<file path="config.mk">
export PLATFORM = sky130hd
export DESIGN_NAME = ff_input_ctl_flat
export DESIGN_NICKNAME = d
export VERILOG_FILES = /design/src/rtl/ff_input_ctl_if.sv /design/src/rtl/ff_input_ctl.sv /design/src/flat_wrapper.sv
export SDC_FILE = /design/constraint.sdc
export NUM_CORES = 1
export LEC_CHECK = 0
export CORE_MARGIN = 2
export CORE_UTILIZATION = 50
export DETAILED_ROUTE_END_ITERATION = 8
export PLACE_DENSITY = 0.7
export SYNTH_ARGS = -nofsm -noshare
export SYNTH_HDL_FRONTEND = slang
export SYNTH_SLANG_ARGS = --single-unit
</file>
<file path="constraint.sdc">
create_clock -name clk12m -period 2.4 [get_ports clk12m]
set_input_delay 0.36 -clock clk12m [delete_from_list [all_inputs] [get_ports clk12m]]
set_output_delay 0.36 -clock clk12m [all_outputs]
set_load 0.05 [all_outputs]
</file>
<file path="src/rtl/ff_input_ctl_if.sv">
// ff_input_ctl_if: switch and auto-play signal bundle between a board top and ff_input_ctl.
interface ff_input_ctl_if #(
    parameter int NUM_SW = 8
);
    logic [NUM_SW-1:0] sw_raw_n;
    logic [1:0]        auto_mode;
    logic              auto_go;
    logic [NUM_SW-1:0] sw_n;
    logic              auto_coin_n;
    logic              auto_start_n;
    logic              auto_throw_n;
    logic              busy;
    modport master (
        output sw_raw_n, auto_mode, auto_go,
        input  sw_n, auto_coin_n, auto_start_n, auto_throw_n, busy
    );
    modport slave (
        input  sw_raw_n, auto_mode, auto_go,
        output sw_n, auto_coin_n, auto_start_n, auto_throw_n, busy
    );
endinterface

</file>
<file path="src/rtl/ff_input_ctl.sv">
// ff_input_ctl: per-bit debounce of active-low buttons merged with an auto-play
// coin/start/throw sequencer into a registered active-low switch bus.
module ff_input_ctl #(
    parameter int NUM_SW    = 8,
    parameter int DEB_COUNT = 16'd60000,
    parameter int DEB_BITS  = 16,
    parameter int TICK_DIV  = 12000,
    parameter int PRESS_MS  = 100,
    parameter int GAP_MS    = 500,
    parameter int COIN_IDX  = 5,
    parameter int START_IDX = 3,
    parameter int THROW_IDX = 1
) (
    input logic           clk12m,
    input logic           reset,
    ff_input_ctl_if.slave bus
);
    typedef enum logic [2:0] {S_IDLE, S_COIN, S_GAP1, S_START, S_GAP2, S_THROW, S_GAP3} state_t;
    localparam int PW = $clog2(TICK_DIV);
    localparam int TW = $clog2((PRESS_MS > GAP_MS ? PRESS_MS : GAP_MS) + 1);
    localparam logic [PW-1:0]       PRE_LAST   = PW'(TICK_DIV - 1);
    localparam logic [TW-1:0]       PRESS_LAST = TW'(PRESS_MS - 1);
    localparam logic [TW-1:0]       GAP_LAST   = TW'(GAP_MS - 1);
    localparam logic [DEB_BITS-1:0] DEB_LAST   = DEB_BITS'(DEB_COUNT - 1);
    state_t               r_state, w_next;
    logic [PW-1:0]        r_pre;
    logic [TW-1:0]        r_tmr;
    logic                 w_tick, w_done;
    logic [NUM_SW-1:0]    r_sync1, r_sync2, r_deb, r_sw_n, w_mask;
    logic [DEB_BITS-1:0]  r_cnt [NUM_SW];
    logic                 r_coin_n, r_start_n, r_throw_n, r_busy;
    assign w_tick = r_pre == PRE_LAST;
    assign w_done = w_tick && r_tmr == ((r_state inside {S_COIN, S_START, S_THROW}) ? PRESS_LAST : GAP_LAST);
    always_comb begin
        w_next = r_state;
        case (r_state)
            S_IDLE:  w_next = (bus.auto_mode == 2'b11 || (bus.auto_mode == 2'b01 && bus.auto_go)) ? S_COIN :
                              bus.auto_mode == 2'b10 ? S_THROW : S_IDLE;
            S_COIN:  w_next = w_done ? S_GAP1 : S_COIN;
            S_GAP1:  w_next = w_done ? S_START : S_GAP1;
            S_START: w_next = w_done ? S_GAP2 : S_START;
            S_GAP2:  w_next = w_done ? S_THROW : S_GAP2;
            S_THROW: w_next = w_done ? S_GAP3 : S_THROW;
            S_GAP3:  w_next = !w_done ? S_GAP3 : bus.auto_mode == 2'b10 ? S_THROW : S_IDLE;
            default: w_next = S_IDLE;
        endcase
        if (bus.auto_mode == 2'b00)
            w_next = S_IDLE;
    end
    // auto presses follow the next state so sw_n moves on the same edge as the state
    always_comb begin
        w_mask            = '1;
        w_mask[COIN_IDX]  = w_next != S_COIN;
        w_mask[START_IDX] = w_next != S_START;
        w_mask[THROW_IDX] = w_next != S_THROW;
    end
    always_ff @(posedge clk12m) begin
        if (reset) begin
            r_state   <= S_IDLE;
            r_coin_n  <= 1'b1;
            r_start_n <= 1'b1;
            r_throw_n <= 1'b1;
            r_busy    <= 1'b0;
        end else begin
            r_state   <= w_next;
            r_coin_n  <= w_next != S_COIN;
            r_start_n <= w_next != S_START;
            r_throw_n <= w_next != S_THROW;
            r_busy    <= w_next != S_IDLE;
        end
    end
    always_ff @(posedge clk12m) begin
        if (reset || w_next != r_state || r_state == S_IDLE) begin
            r_pre <= '0;
            r_tmr <= '0;
        end else begin
            r_pre <= w_tick ? '0 : r_pre + 1'b1;
            r_tmr <= r_tmr + TW'(w_tick);
        end
    end
    always_ff @(posedge clk12m) begin
        if (reset) begin
            r_sync1 <= '1;
            r_sync2 <= '1;
            r_deb   <= '1;
            r_sw_n  <= '1;
            for (int i = 0; i < NUM_SW; i++)
                r_cnt[i] <= '0;
        end else begin
            r_sync1 <= bus.sw_raw_n;
            r_sync2 <= r_sync1;
            r_sw_n  <= r_deb & w_mask;
            for (int i = 0; i < NUM_SW; i++) begin
                r_cnt[i] <= (r_sync2[i] == r_deb[i] || r_cnt[i] == DEB_LAST) ? '0 : r_cnt[i] + 1'b1;
                if (r_sync2[i] != r_deb[i] && r_cnt[i] == DEB_LAST)
                    r_deb[i] <= r_sync2[i];
            end
        end
    end
    assign bus.sw_n         = r_sw_n;
    assign bus.auto_coin_n  = r_coin_n;
    assign bus.auto_start_n = r_start_n;
    assign bus.auto_throw_n = r_throw_n;
    assign bus.busy         = r_busy;
endmodule

</file>
<file path="src/flat_wrapper.sv">
// flat-port wrapper written by rule: the top's interface ports become plain ports
module ff_input_ctl_flat 
#(
    parameter int NUM_SW    = 8,
    parameter int DEB_COUNT = 16'd60000,
    parameter int DEB_BITS  = 16,
    parameter int TICK_DIV  = 12000,
    parameter int PRESS_MS  = 100,
    parameter int GAP_MS    = 500,
    parameter int COIN_IDX  = 5,
    parameter int START_IDX = 3,
    parameter int THROW_IDX = 1
)
  (clk12m, reset, bus_sw_raw_n, bus_auto_mode, bus_auto_go, bus_sw_n, bus_auto_coin_n, bus_auto_start_n, bus_auto_throw_n, bus_busy);
  ff_input_ctl_if #(.NUM_SW(NUM_SW)) bus_i ();
  input logic clk12m;
  input logic reset;
  input wire logic [$bits(bus_i.sw_raw_n)-1:0] bus_sw_raw_n;
  input wire logic [$bits(bus_i.auto_mode)-1:0] bus_auto_mode;
  input wire logic [$bits(bus_i.auto_go)-1:0] bus_auto_go;
  output wire logic [$bits(bus_i.sw_n)-1:0] bus_sw_n;
  output wire logic [$bits(bus_i.auto_coin_n)-1:0] bus_auto_coin_n;
  output wire logic [$bits(bus_i.auto_start_n)-1:0] bus_auto_start_n;
  output wire logic [$bits(bus_i.auto_throw_n)-1:0] bus_auto_throw_n;
  output wire logic [$bits(bus_i.busy)-1:0] bus_busy;
  assign bus_i.sw_raw_n = bus_sw_raw_n;
  assign bus_i.auto_mode = bus_auto_mode;
  assign bus_i.auto_go = bus_auto_go;
  assign bus_sw_n = bus_i.sw_n;
  assign bus_auto_coin_n = bus_i.auto_coin_n;
  assign bus_auto_start_n = bus_i.auto_start_n;
  assign bus_auto_throw_n = bus_i.auto_throw_n;
  assign bus_busy = bus_i.busy;
  ff_input_ctl #(.NUM_SW(NUM_SW), .DEB_COUNT(DEB_COUNT), .DEB_BITS(DEB_BITS), .TICK_DIV(TICK_DIV), .PRESS_MS(PRESS_MS), .GAP_MS(GAP_MS), .COIN_IDX(COIN_IDX), .START_IDX(START_IDX), .THROW_IDX(THROW_IDX)) u_core (.clk12m(clk12m), .reset(reset), .bus(bus_i));
endmodule
</file>
After elaboration in Yosys (flattened, before gate mapping)
Memories as Yosys holds them, arrays and structs flattened.
Cells that the tools add are included.
Widths: inputs -> output; s select.
{"block": "op_classes", "n_addsub": 10, "mul": 0, "n_div": 0, "magnitude_cmp": 0, "n_eq_ne": 39, "n_shift": 0, "muxes": 30, "bitwise_logic": 9, "reduce_logical": 26}
{"operator": "$mux 16", "n": 16}
{"operator": "$add 16x1->16 const B", "n": 8}
{"operator": "$eq 16x16->1 const B", "n": 8}
{"operator": "$pmux 3 s7", "n": 1}
{"operator": "$mux 3", "n": 5}
{"operator": "$add 14x1->14 const B", "n": 1}
{"operator": "$eq 14x14->1 const B", "n": 1}
{"operator": "$logic_or 1x1->1", "n": 11}
{"operator": "$logic_and 1x1->1", "n": 10}
{"operator": "$add 9x1->9", "n": 1}
{"operator": "$eq 3x3->1 const B", "n": 3}
{"operator": "$eq 9x9->1", "n": 1}
{"operator": "$mux 9", "n": 1}
{"operator": "$and 8x8->8", "n": 1}
{"operator": "$eq 1x1->1", "n": 8}
{"operator": "$ne 1x1->1", "n": 8}
{"operator": "$or 1x1->1", "n": 8}
{"operator": "$eq 3x2->1 const B", "n": 2}
{"operator": "$reduce_bool 3->1", "n": 2}
{"operator": "$mux 1", "n": 5}
{"operator": "$eq 2x2->1 const B", "n": 2}
{"operator": "$mux 2", "n": 2}
{"operator": "$eq 3x1->1 const B", "n": 1}
{"operator": "$logic_not 3->1", "n": 1}
{"operator": "other kinds (7)", "n": 7}
{"block": "totals", "register_bits": 62, "latch_bits": 0, "mem_bits_rw": 128, "mem_bits_ro": 0, "input_bits": 13, "n_memories": 1}
{"memory": "u_core.r_cnt", "depth": 8, "width": 16, "read_ports": 8, "rd_clocked_by_memory_dff": 0, "write_ports": 8, "line": "ff_input_ctl.sv:30", "rtl": "logic [DEB_BITS-1:0] r_cnt [NUM_SW];"}

Logic depth before layout (Yosys ltp)
Gate-level depths: netlist of the first run.
{"block": "logic_depth", "depth_word": 12, "mapped_depth": 11, "ltp_nobuf": 10}

Least setup slack after synthesis of the first run
No wires, ideal clock.
{"block": "synth_timing", "path_kind": "register -> register", "startpoint": "register u_core.r_pre[5]", "endpoint": "register u_core.r_tmr[8]", "setup_ps": 117, "t_arrival_ps": 2337, "required_time_ps": 2283, "path_slack_ps": -54, "stages_incl_launch_ff": 11, "n_path_buf": 1, "path_cell_list": "dfxtp_1 or4b_1 or4_1 buf_4 clkinv_1 ha_1 ha_1 and3_1 nand3_1 xor2_1 nor2_1"}
{"block": "synth_via", "elab_chain_len": 8}
{"item": "from (decl)", "line": "ff_input_ctl.sv:26", "rtl": "logic [PW-1:0] r_pre;"}
{"item": "from (signal assigned)", "line": "ff_input_ctl.sv:77", "rtl": "r_pre <= w_tick ? '0 : r_pre + 1'b1;"}
{"item": "$eq 14x14->1 (*)", "line": "ff_input_ctl.sv:32", "rtl": "assign w_tick = r_pre == PRE_LAST;"}
{"item": "$logic_and 1x1->1", "line": "ff_input_ctl.sv:33", "rtl": "assign w_done = w_tick && r_tmr == ((r_state inside {S_COIN, S_START, S_THROW}) ? PRESS_LAST : GAP_LAST);"}
{"item": "$mux 3 (tied with other cells)", "line": "ff_input_ctl.sv:44", "rtl": "S_GAP3: w_next = !w_done ? S_GAP3 : bus.auto_mode == 2'b10 ? S_THROW : S_IDLE;"}
{"item": "$pmux 3 s7", "line": "ff_input_ctl.sv:36", "rtl": "case (r_state)"}
{"item": "$mux 3", "line": "ff_input_ctl.sv:47", "rtl": "if (bus.auto_mode == 2'b00)"}
{"item": "$ne 3x3->1", "line": "ff_input_ctl.sv:73", "rtl": "if (reset || w_next != r_state || r_state == S_IDLE) begin"}
{"item": "$logic_or 1x1->1 (2 in a row)", "line": "ff_input_ctl.sv:73"}
{"item": "to (signal assigned)", "line": "ff_input_ctl.sv:78", "rtl": "r_tmr <= r_tmr + TW'(w_tick);"}
{"item": "to (decl)", "line": "ff_input_ctl.sv:27", "rtl": "logic [TW-1:0] r_tmr;"}
Mark *: on every way between the ends. The rest lies on a longest branch, timed or not.
A chain may end at the register's enable or synchronous reset.

Worst setup path in the final report of the first run
{"block": "layout_timing", "startpoint": "register u_core.r_pre[1]", "endpoint": "register u_core.r_throw_n, in the netlist u_core.bus.auto_throw_n"}
{"block": "layout_via", "elab_chain_len": 6}
{"item": "$eq 14x14->1 (*)", "line": "ff_input_ctl.sv:32"}
{"item": "$logic_and 1x1->1 (*)", "line": "ff_input_ctl.sv:33"}
{"item": "$mux 3 (tied with other cells)", "line": "ff_input_ctl.sv:44"}
{"item": "$pmux 3 s7 (*)", "line": "ff_input_ctl.sv:36"}
{"item": "$mux 3 (*)", "line": "ff_input_ctl.sv:47"}
{"item": "$ne 3x3->1 (*)", "line": "ff_input_ctl.sv:68", "rtl": "r_throw_n <= w_next != S_THROW;"}
{"item": "to (signal assigned)", "line": "ff_input_ctl.sv:62", "rtl": "r_throw_n <= 1'b1;"}
{"item": "to (signal assigned)", "line": "ff_input_ctl.sv:68"}
{"item": "to (decl)", "line": "ff_input_ctl.sv:31", "rtl": "logic r_coin_n, r_start_n, r_throw_n, r_busy;"}
Marks and branches as above.

==> results.sh, run 1 <==
export IMPL_dieArea_um2=16600
export IMPL_relSlewSlack_pct=63.3
export IMPL_route_detailed_drc=0
export IMPL_finClkSkew_ns=0.00854
export IMPL_routedWlPerCell_um=11.7
export IMPL_routed_via_density=4.94
export IMPL_crit_path_start_kind="flip-flop"
export IMPL_drv_slew=0
export IMPL_ys_top_cells_by_area="dfxtp_1 49%, xor2_1 9.5%, nor2_1 9.0%"
export IMPL_dpl_cell_count=1104
export IMPL_place_detailed_hpwl_mm=9.10
export IMPL_peakVddDrop_v=0.000645
export IMPL_cp_cell_sequence="ha_1 > nand4_1 > or4_4 > buf_6 > nor4_4 > nor2_1 > or3_1"
export IMPL_die_width_um=129
export IMPL_reg2reg_slack_ns=0.14
export IMPL_power_leakage_uw=0.00307
export IMPL_power_density_nw_per_um2=682
export IMPL_die_h_um=129
export IMPL_numCtsBuffers=17
export IMPL_drt_iter0_drc=261
export IMPL_htree_levels=4
export IMPL_hold_path_class="flip-flop to flip-flop"
export IMPL_synth_warnings=0
export IMPL_final_area_um2=9040
export IMPL_placed_area_um2=8410
export IMPL_yosysMostFrequentCell="dfxtp_1"
export IMPL_clk_pin_slew_worst_paths_ns=0.07
export IMPL_ys_async_sr_fraction_pct=0
export IMPL_p_switching_uw=1320
export IMPL_rsz0062_at_grt="no"
export IMPL_fp_row_count=45
export IMPL_drive_above_1_share_pct=10.4
export IMPL_cts_root_buf="clkbuf_16"
export IMPL_pwr_share_clk_pct=45.2
export IMPL_grt_pass1_wl_mm=23.1
export IMPL_cp_end_kind="flip-flop"
export IMPL_clk_latency_ns=0.43
export IMPL_coreArea_um2=15300
export IMPL_grt_antenna_before_repair=0
export IMPL_clock_sinks=190
export IMPL_setup_tns_ns=0
export IMPL_hold_viol=0
export IMPL_areaGrowthSynthToFinish_pct=15.8
export IMPL_via_count=5612
export IMPL_grt_start_max_net_pins=17
export IMPL_clockBufferDepth=2
export IMPL_critPathKind="flip-flop to flip-flop"
export IMPL_grt_usage_pct=17.1
export IMPL_grt_pass1_vias=5305
export IMPL_start_util_pct=51.2
export IMPL_synthTopCellsByCount="190 x dfxtp_1, 187 x nor2_1, 85 x xor2_1, 63 x nand3_1, 61 x nand2_1"
export IMPL_p_int_uw=4850
export IMPL_cts_tree="built"
export IMPL_ant_nets=0
export IMPL_synthCells=873
export IMPL_synth_edff_count=0
export IMPL_power_total_uw=6170
export IMPL_netlist_area_um2=7810
export IMPL_status="completed"
export IMPL_synth_fp_nets=897
export IMPL_drv_cap=0
export IMPL_post_cts_setup_buffer_count=0
export IMPL_swShare_pct=21.3
export IMPL_max_freq_ghz=0.443
export IMPL_cpMaxStageDelayCell="or4_4"
export IMPL_final_period_utilization_pct=94.1
export IMPL_cpPeakStageDelay_ns=0.59
export IMPL_synth_top_area_share_pct=48.7
export IMPL_crit_buf_inv=1
export IMPL_ys_seq_area_share_pct=48.7
export IMPL_combPwrFrac_pct=3.0
export IMPL_worst_pin_slew_ns=0.547
export IMPL_io_pins=25
export IMPL_synth_cell_types=49
export IMPL_fin_cells=1136
export IMPL_port_buffers=24
export IMPL_setup_violations_final=0
export IMPL_grt_overflow=0
export IMPL_whs_ns=0.411
export IMPL_critPathTopFamily="simple AND/OR/NAND/NOR gates"
export IMPL_avgSynthCellArea_um2=8.95
export IMPL_critPathMaxFanout=4
export IMPL_synth_top_cell_by_area="dfxtp_1"
export IMPL_dr_pass1_iters=5
export IMPL_wl_mm=13.3
export IMPL_antenna_cells=0
export IMPL_synth_ff_type="dfxtp_1"
export IMPL_p_seq_share_pct=51.8
export IMPL_cp_required_ns=2.71
export IMPL_min_period_ns=2.26
export IMPL_ys_ff_latch=190
export IMPL_place_gp_congestion=0.887
export IMPL_cp_arrival_ns=2.56
export IMPL_nets=936
[cell usage in the layout, fill, tap and decap left out, types with 3 or more instances in the layout]
cell type,instances
a21oi_1,9
clkinvlp_4,3
a31oi_1,3
nor4b_1,5
or2_2,25
mux2i_1,9
buf_4,23
nor4_1,5
and2_1,4
nand4b_1,4
nand2_1,61
dfxtp_1,190
inv_1,20
and3_1,24
or3_1,13
clkbuf_16,17
ha_1,9
o21ai_0,6
nor3_1,10
xor2_1,85
nand4_1,20
xnor2_1,50
nand2b_1,3
nor2_1,186
clkinv_4,3
or4b_2,3
and4_1,6
clkdlybuf4s50_1,24
nand3_1,63
[through the flow]
| step | worst slack, ns | utilization [%] |
|---|---|---|
| 4_1_cts | 0.0241 | 59.0 |
| 2_1_floorplan | 0.0322 | - |
| 5_1_grt | 0.0186 | 59.3 |
| 6_report | 0.142 | 59.3 |
| 3_5_place_dp | -0.0449 | 55.1 |
| 3_3_place_gp | 0.00397 | 55.1 |
[final timing paths]
| path | startpoint | end | cells after the start |
|---|---|---|---|
| worst max-delay path | u_core.r_pre[1] | u_core.bus.auto_throw_n | 7 |
| worst min-delay path | u_core.r_sync1[4] | u_core.r_sync2[4] | 1 |
| worst max register to register | u_core.r_pre[1] | u_core.bus.auto_throw_n | 7 |
| worst min register to register | u_core.r_sync1[4] | u_core.r_sync2[4] | 1 |
[final cells by class]
cell class,count,area [µm²]
tap,211,264
sequential,190,3800
inverter,21,78.8
clock inverter,12,136
fill,1324,6210
clock buffer,20,457
multi-input combinational,634,3880
timing repair buffer,48,424
[worst register-to-register path, stage by stage, from the launching register on]
cell     delay (ns)
dfxtp_1        0.35
ha_1           0.20
nand4_1        0.13
or4_4          0.59
buf_6          0.16
nor4_4         0.25
nor2_1         0.08
or3_1          0.37
[layer usage]
layer / wire length [µm] / global-route usage [%] / vias to the layer above
met5: 0 / 0 / -
met4: 140 / 7.23 / 0
met3: 312 / 4.24 / 13
met2: 6170 / 28.1 / 57
met1: 6670 / 21.6 / 2566
li1: - / - / 2976
[logic make-up after synthesis]
| kind of cell | count (synthesis) | share of synthesized area [%] |
|---|---|---|
| XOR/XNOR | 135 | 15.1 |
| buffers and inverters | 49 | 2.47 |
| AND/OR/NAND/NOR | 445 | 27.7 |
| multiplexers | 10 | 1.30 |
| AO/OA/AOI/OAI | 32 | 2.85 |
| adder cells (fa/ha/maj) | 12 | 1.89 |
| flip-flops | 190 | 48.7 |
[flip-flops by register name, indices dropped and copies added (netlist names)]
| signal | count |
|---|---|
| u_core.r_tmr | 9 |
| u_core.r_sync2 | 8 |
| u_core.bus.auto_throw_n | 1 |
| u_core.bus.auto_coin_n | 1 |
| u_core.r_pre | 14 |
| u_core.bus.busy | 1 |
| u_core.r_sync1 | 8 |
| u_core.r_cnt | 128 |
| u_core.bus.auto_start_n | 1 |
| u_core.r_state | 3 |
| u_core.r_deb | 8 |
| u_core.bus.sw_n | 8 |
[power by group through the flow]
stage | Combinational (µW) | Clock (µW) | Sequential, µW
3_5_place_dp | 181 | 0 | 3270
4_1_cts | 183 | 2860 | 3200
5_1_grt | 200 | 2990 | 3200
6_report | 184 | 2790 | 3190
2_1_floorplan | 92.0 | 0 | 3280
3_3_place_gp | 180 | 0 | 3270
[timing repair]
item,CTS,global route
hold buffers,0,0
pin swaps,0,5
gates resized for setup,2,6
endpoints found under the setup margin,6,8
Power figures use the tool's default switching activity.
==> run 2: changes to the inputs <==
Settings changed: PLACE_DENSITY 0.7 to 0.67.
Clock period 2.4 ns to 2.9 ns, I/O delays scaled along.
==> run 2 against run 1 <==
Effect of this change: critical path depth is the same; utilization shrank 1.3 points; final area shrank 2.1%; critical path type unchanged; cell count shrank 1.6%; maximum frequency shrank 13%.
==> results.sh, run 2 (synthesis gave the netlist of run 1 again) <==
export IMPL_wl_mm=12.8
export IMPL_hold_path_class="flip-flop to flip-flop"
export IMPL_final_common_cell="dfxtp_1"
export IMPL_io_pins=25
export IMPL_startpoint="u_core.r_pre[5]"
export IMPL_min_period_ns=2.59
export IMPL_setup_violations_final=0
export IMPL_drive_above_1_share_pct=7.72
export IMPL_top_register="u_core.r_cnt"
export IMPL_place_detailed_hpwl_mm=8.75
export IMPL_via_count=5466
export IMPL_cts_tree="built"
export IMPL_relSlewSlack_pct=64.1
export IMPL_areaGrowthSynthToFinish_pct=13.3
export IMPL_cp_required_ns=3.20
export IMPL_cpMaxStageDelayCell="or4_1"
export IMPL_power_density_nw_per_um2=583
export IMPL_numCtsBuffers=17
export IMPL_worst_pin_slew_ns=0.539
export IMPL_routed_via_density=4.89
export IMPL_rsz0062_at_grt="no"
export IMPL_cts_root_buf="clkbuf_16"
export IMPL_setup_tns_ns=0
export IMPL_grt_pass1_wl_mm=22.6
export IMPL_power_leakage_uw=0.00297
export IMPL_cts_hold_buf=0
export IMPL_clk_pin_slew_worst_paths_ns=0.07
export IMPL_critPathMaxFanout=10
export IMPL_drv_slew=0
export IMPL_most_common_layout_cells="190 x dfxtp_1, 187 x nor2_1, 85 x xor2_1"
export IMPL_cpPeakStageDelay_ns=0.54
export IMPL_pre_cts_ws_ns=0.288
export IMPL_finClkSkew_ns=0.00585
export IMPL_peakVddDrop_v=0.000521
export IMPL_die_width_um=129
export IMPL_nets=918
export IMPL_final_period_utilization_pct=89.2
export IMPL_clk_latency_ns=0.43
export IMPL_place_gp_congestion=0.815
export IMPL_post_cts_setup_buffer_count=0
export IMPL_drt_iter0_drc=235
export IMPL_dieArea_um2=16600
export IMPL_grt_overflow=0
export IMPL_final_area_um2=8850
export IMPL_whs_ns=0.409
export IMPL_grt_usage_pct=16.8
export IMPL_port_buffers=24
export IMPL_status="completed"
export IMPL_antenna_cells=0
export IMPL_ant_nets=0
export IMPL_grt_antenna_before_repair=0
export IMPL_clockBufferDepth=2
export IMPL_dr_pass1_iters=4
export IMPL_reg_top3="u_core.r_cnt: 128 flops, u_core.r_pre: 14 flops, u_core.r_tmr: 9 flops"
export IMPL_fp_row_count=45
export IMPL_die_h_um=129
export IMPL_hold_viol=0
export IMPL_cp_end_kind="flip-flop"
export IMPL_cp_arrival_ns=2.89
export IMPL_clock_sinks=190
export IMPL_cp_cell_sequence="or4b_1 > or4_1 > buf_4 > nor3_1 > a211o_2 > nand2b_1 > nor2_1"
export IMPL_critPathKind="flip-flop to flip-flop"
export IMPL_drv_cap=0
export IMPL_start_util_pct=51.2
export IMPL_coreArea_um2=15300
export IMPL_crit_path_start_kind="flip-flop"
export IMPL_postCtsResizedCells=0
export IMPL_hp_start="u_core.r_sync1[5]"
export IMPL_routedWlPerCell_um=11.4
export IMPL_setup_ws_ns=0.314
export IMPL_grt_start_max_net_pins=17
export IMPL_htree_levels=4
export IMPL_grt_pass1_vias=5029
export IMPL_fillers=1365
export IMPL_route_detailed_drc=0
export IMPL_max_freq_ghz=0.387
export IMPL_r2r_start="u_core.r_pre[5]"
export IMPL_placed_area_um2=8250
export IMPL_largest_reg_flops=128
[run 2: cell types whose count changed in the layout (fill, tap and decap cells not counted), moves of 2 or more]
| cell | delta |
|---|---|
| o21ai_1 | +2 |
| ha_4 | -2 |
| clkinv_4 | -3 |
| ha_1 | +2 |
| buf_4 | -17 |
| o21ai_2 | -2 |
| o41ai_2 | +2 |
| o41ai_4 | -2 |
[run 2: layer usage]
metal	up-vias	routed length [µm]	global-route usage, %
met5	-	0	0
li1	2940	-	-
met2	59	5460	25.5
met1	2448	6720	22.7
met3	19	383	4.74
met4	0	218	6.52
[run 2: layout make-up]
class                           count  area [µm²]  area share [%]
Sequential cell                   190        3800            43.0
Tap cell                          211         264            2.98
Multi-Input combinational cell    634        3810            43.1
Inverter                           21        78.8           0.891
Clock inverter                     12         158            1.78
Timing Repair Buffer               30         285            3.22
Clock buffer                       20         447            5.05
[run 2: worst paths after layout]
| kind | endpoint | slack (ns) | cells after the start |
|---|---|---|---|
| setup / recovery | u_core.r_pre[6] | 0.31 | 7 |
| hold / removal | u_core.r_sync2[5] | 0.41 | 1 |
| setup reg to reg | u_core.r_pre[6] | 0.31 | 7 |
| hold reg to reg | u_core.r_sync2[5] | 0.41 | 1 |
[run 2: per-stage QoR]
stage / util, % / power, µW / cells
global placement: 54.0 / 2840 / 1086
global route: 58.0 / 5350 / 1118
detailed placement: 54.0 / 2840 / 1086
CTS: 58.0 / 5230 / 1118
finish: 58.0 / 5160 / 1118
floorplan: - / 2790 / 873
[run 2: critical path: cells and delay by family, from the launching register on]
kind,cells,cell delay [ns]
buffers and inverters,1,0.19
AO/OA/AOI/OAI,1,0.18
flip-flops,1,0.36
AND/OR/NAND/NOR,5,1.73
[run 2: power by group]
group | switching (µW) | total (µW) | internal (µW)
registers | 16.2 | 2650 | 2630
clock network | 990 | 2380 | 1390
logic | 78.1 | 135 | 56.5
total | 1080 | 5160 | 4080
==> run 3: changes to the inputs <==
Settings changed: GPL_TIMING_DRIVEN from default to 0.
==> run 3 against run 2 <==
Effect of this change: sequential power barely moved; critical path depth rose by 3; maximum frequency fell by 2.3%; combinational power rose by 8%; setup slack got worse by 0.061 ns; non-clock buffer count rose by 21; sequential cell count did not move; utilization rose by 0.49 points; cell count rose by 1.9%; critical path type unchanged.
==> results.sh, run 3 (synthesis gave the netlist of run 1 again) <==
export IMPL_io_pins=25
export IMPL_grt_pass1_wl_mm=23.0
export IMPL_drv_slew=0
export IMPL_finClkSkew_ns=0.00693
export IMPL_cts_tree="built"
export IMPL_port_buffers=23
export IMPL_relSlewSlack_pct=61.5
export IMPL_drt_iter0_drc=224
export IMPL_final_common_cell="dfxtp_1"
export IMPL_cts_hold_buf=0
export IMPL_dpl_cell_count=1107
export IMPL_numCtsBuffers=17
export IMPL_most_common_layout_cells="190 x dfxtp_1, 187 x nor2_1, 85 x xor2_1"
export IMPL_clockBufferDepth=2
export IMPL_setup_violations_final=0
export IMPL_grt_start_max_net_pins=17
export IMPL_grt_usage_pct=17.2
export IMPL_cp_required_ns=3.21
export IMPL_drive_above_1_share_pct=7.22
export IMPL_postCtsResizedCells=0
export IMPL_hold_path_class="flip-flop to flip-flop"
export IMPL_pre_cts_ws_ns=-0.108
export IMPL_grt_overflow=0
export IMPL_die_h_um=129
export IMPL_via_count=5565
export IMPL_cts_root_buf="clkbuf_16"
export IMPL_die_width_um=129
export IMPL_grt_antenna_before_repair=0
export IMPL_htree_levels=4
export IMPL_ant_nets=0
export IMPL_route_detailed_drc=0
export IMPL_clk_pin_slew_worst_paths_ns=0.06
export IMPL_start_util_pct=51.2
export IMPL_place_gp_congestion=0.811
export IMPL_wl_mm=13.3
export IMPL_hold_viol=0
export IMPL_status="completed"
export IMPL_coreArea_um2=15300
export IMPL_peakVddDrop_v=0.000418
export IMPL_grt_pass1_vias=5093
export IMPL_critPathKind="flip-flop to flip-flop"
export IMPL_top_register="u_core.r_cnt"
export IMPL_dr_pass1_iters=4
export IMPL_fin_cells=1139
export IMPL_post_cts_setup_buffer_count=0
export IMPL_worst_pin_slew_ns=0.577
export IMPL_reg_top3="u_core.r_cnt: 128 flops, u_core.r_pre: 14 flops, u_core.r_tmr: 9 flops"
export IMPL_routed_via_density=4.89
export IMPL_areaGrowthSynthToFinish_pct=14.3
export IMPL_fp_row_count=45
export IMPL_clock_sinks=190
export IMPL_place_detailed_hpwl_mm=9.12
export IMPL_clk_latency_ns=0.42
export IMPL_final_period_utilization_pct=91.3
export IMPL_dieArea_um2=16600
export IMPL_nets=939
export IMPL_setup_ws_ns=0.253
export IMPL_max_freq_ghz=0.378
export IMPL_power_leakage_uw=0.00298
export IMPL_min_period_ns=2.65
export IMPL_setup_tns_ns=0
export IMPL_cp_end_kind="flip-flop"
export IMPL_critPathMaxFanout=7
export IMPL_rsz0062_at_grt="no"
export IMPL_power_density_nw_per_um2=581
export IMPL_antenna_cells=0
export IMPL_largest_reg_flops=128
export IMPL_cp_arrival_ns=2.96
export IMPL_routedWlPerCell_um=11.7
export IMPL_crit_path_start_kind="flip-flop"
export IMPL_drv_cap=0
run 3: changes by cell type in the layout (fill, tap and decap cells not counted), sizes merged:
cell           change
buf                -3
clkbuf            +28
clkdlybuf4s50      -1
clkinv             +1
inv                -4
run 3: worst paths after layout:
check                                  startpoint           endpoint  slack, ns  cells after the start
worst max-delay path              u_core.r_pre[5]    u_core.r_tmr[8]       0.25                     10
worst min register to register  u_core.r_sync1[1]  u_core.r_sync2[1]       0.41                      1
worst min-delay path            u_core.r_sync1[1]  u_core.r_sync2[1]       0.41                      1
worst max register to register    u_core.r_pre[5]    u_core.r_tmr[8]       0.25                     10
run 3: report_power, final:
group / total [µW] / switching, µW / leakage [µW] / internal [µW]
combinational: 146 / 88.8 / 0.00115 / 56.7
clock: 2400 / 947 / 0.000299 / 1450
sequential: 2640 / 10.8 / 0.00154 / 2630
total: 5180 / 1050 / 0.00298 / 4140
run 3: final cells by class:
cell class	count	area, µm²
clock buffer	23	488
multi-input combinational	634	3810
buffer	28	114
tap	211	264
inverter	21	78.8
timing repair buffer	23	230
fill	1344	6330
clock inverter	9	133
sequential	190	3800
run 3: routing by layer:
metal,GRT usage (%),part of all wire [%]
met4,4.99,0.98
met5,0,0
met3,4.91,3.2
met1,23.5,52
met2,26.7,44
run 3: stage by stage:
stage / total power, µW / utilization [%] / area [µm²] / hold WS (ns)
6_report: 5180 / 58.5 / 8920 / 0.407
3_3_place_gp: 2850 / 54.4 / 8300 / 0.391
4_1_cts: 5240 / 58.5 / 8920 / 0.408
3_5_place_dp: 2850 / 54.4 / 8300 / 0.393
2_1_floorplan: 2790 / - / 7810 / 0.389
5_1_grt: 5370 / 58.5 / 8920 / 0.412
run 3: worst max-delay path: stages, from the launching register on:
cell	delay, ns
dfxtp_1	0.36
or4b_1	0.51
or4_1	0.47
buf_4	0.19
clkinv_1	0.09
ha_1	0.20
ha_1	0.22
and3_1	0.21
nand3_1	0.10
xor2_1	0.14
nor2_1	0.05
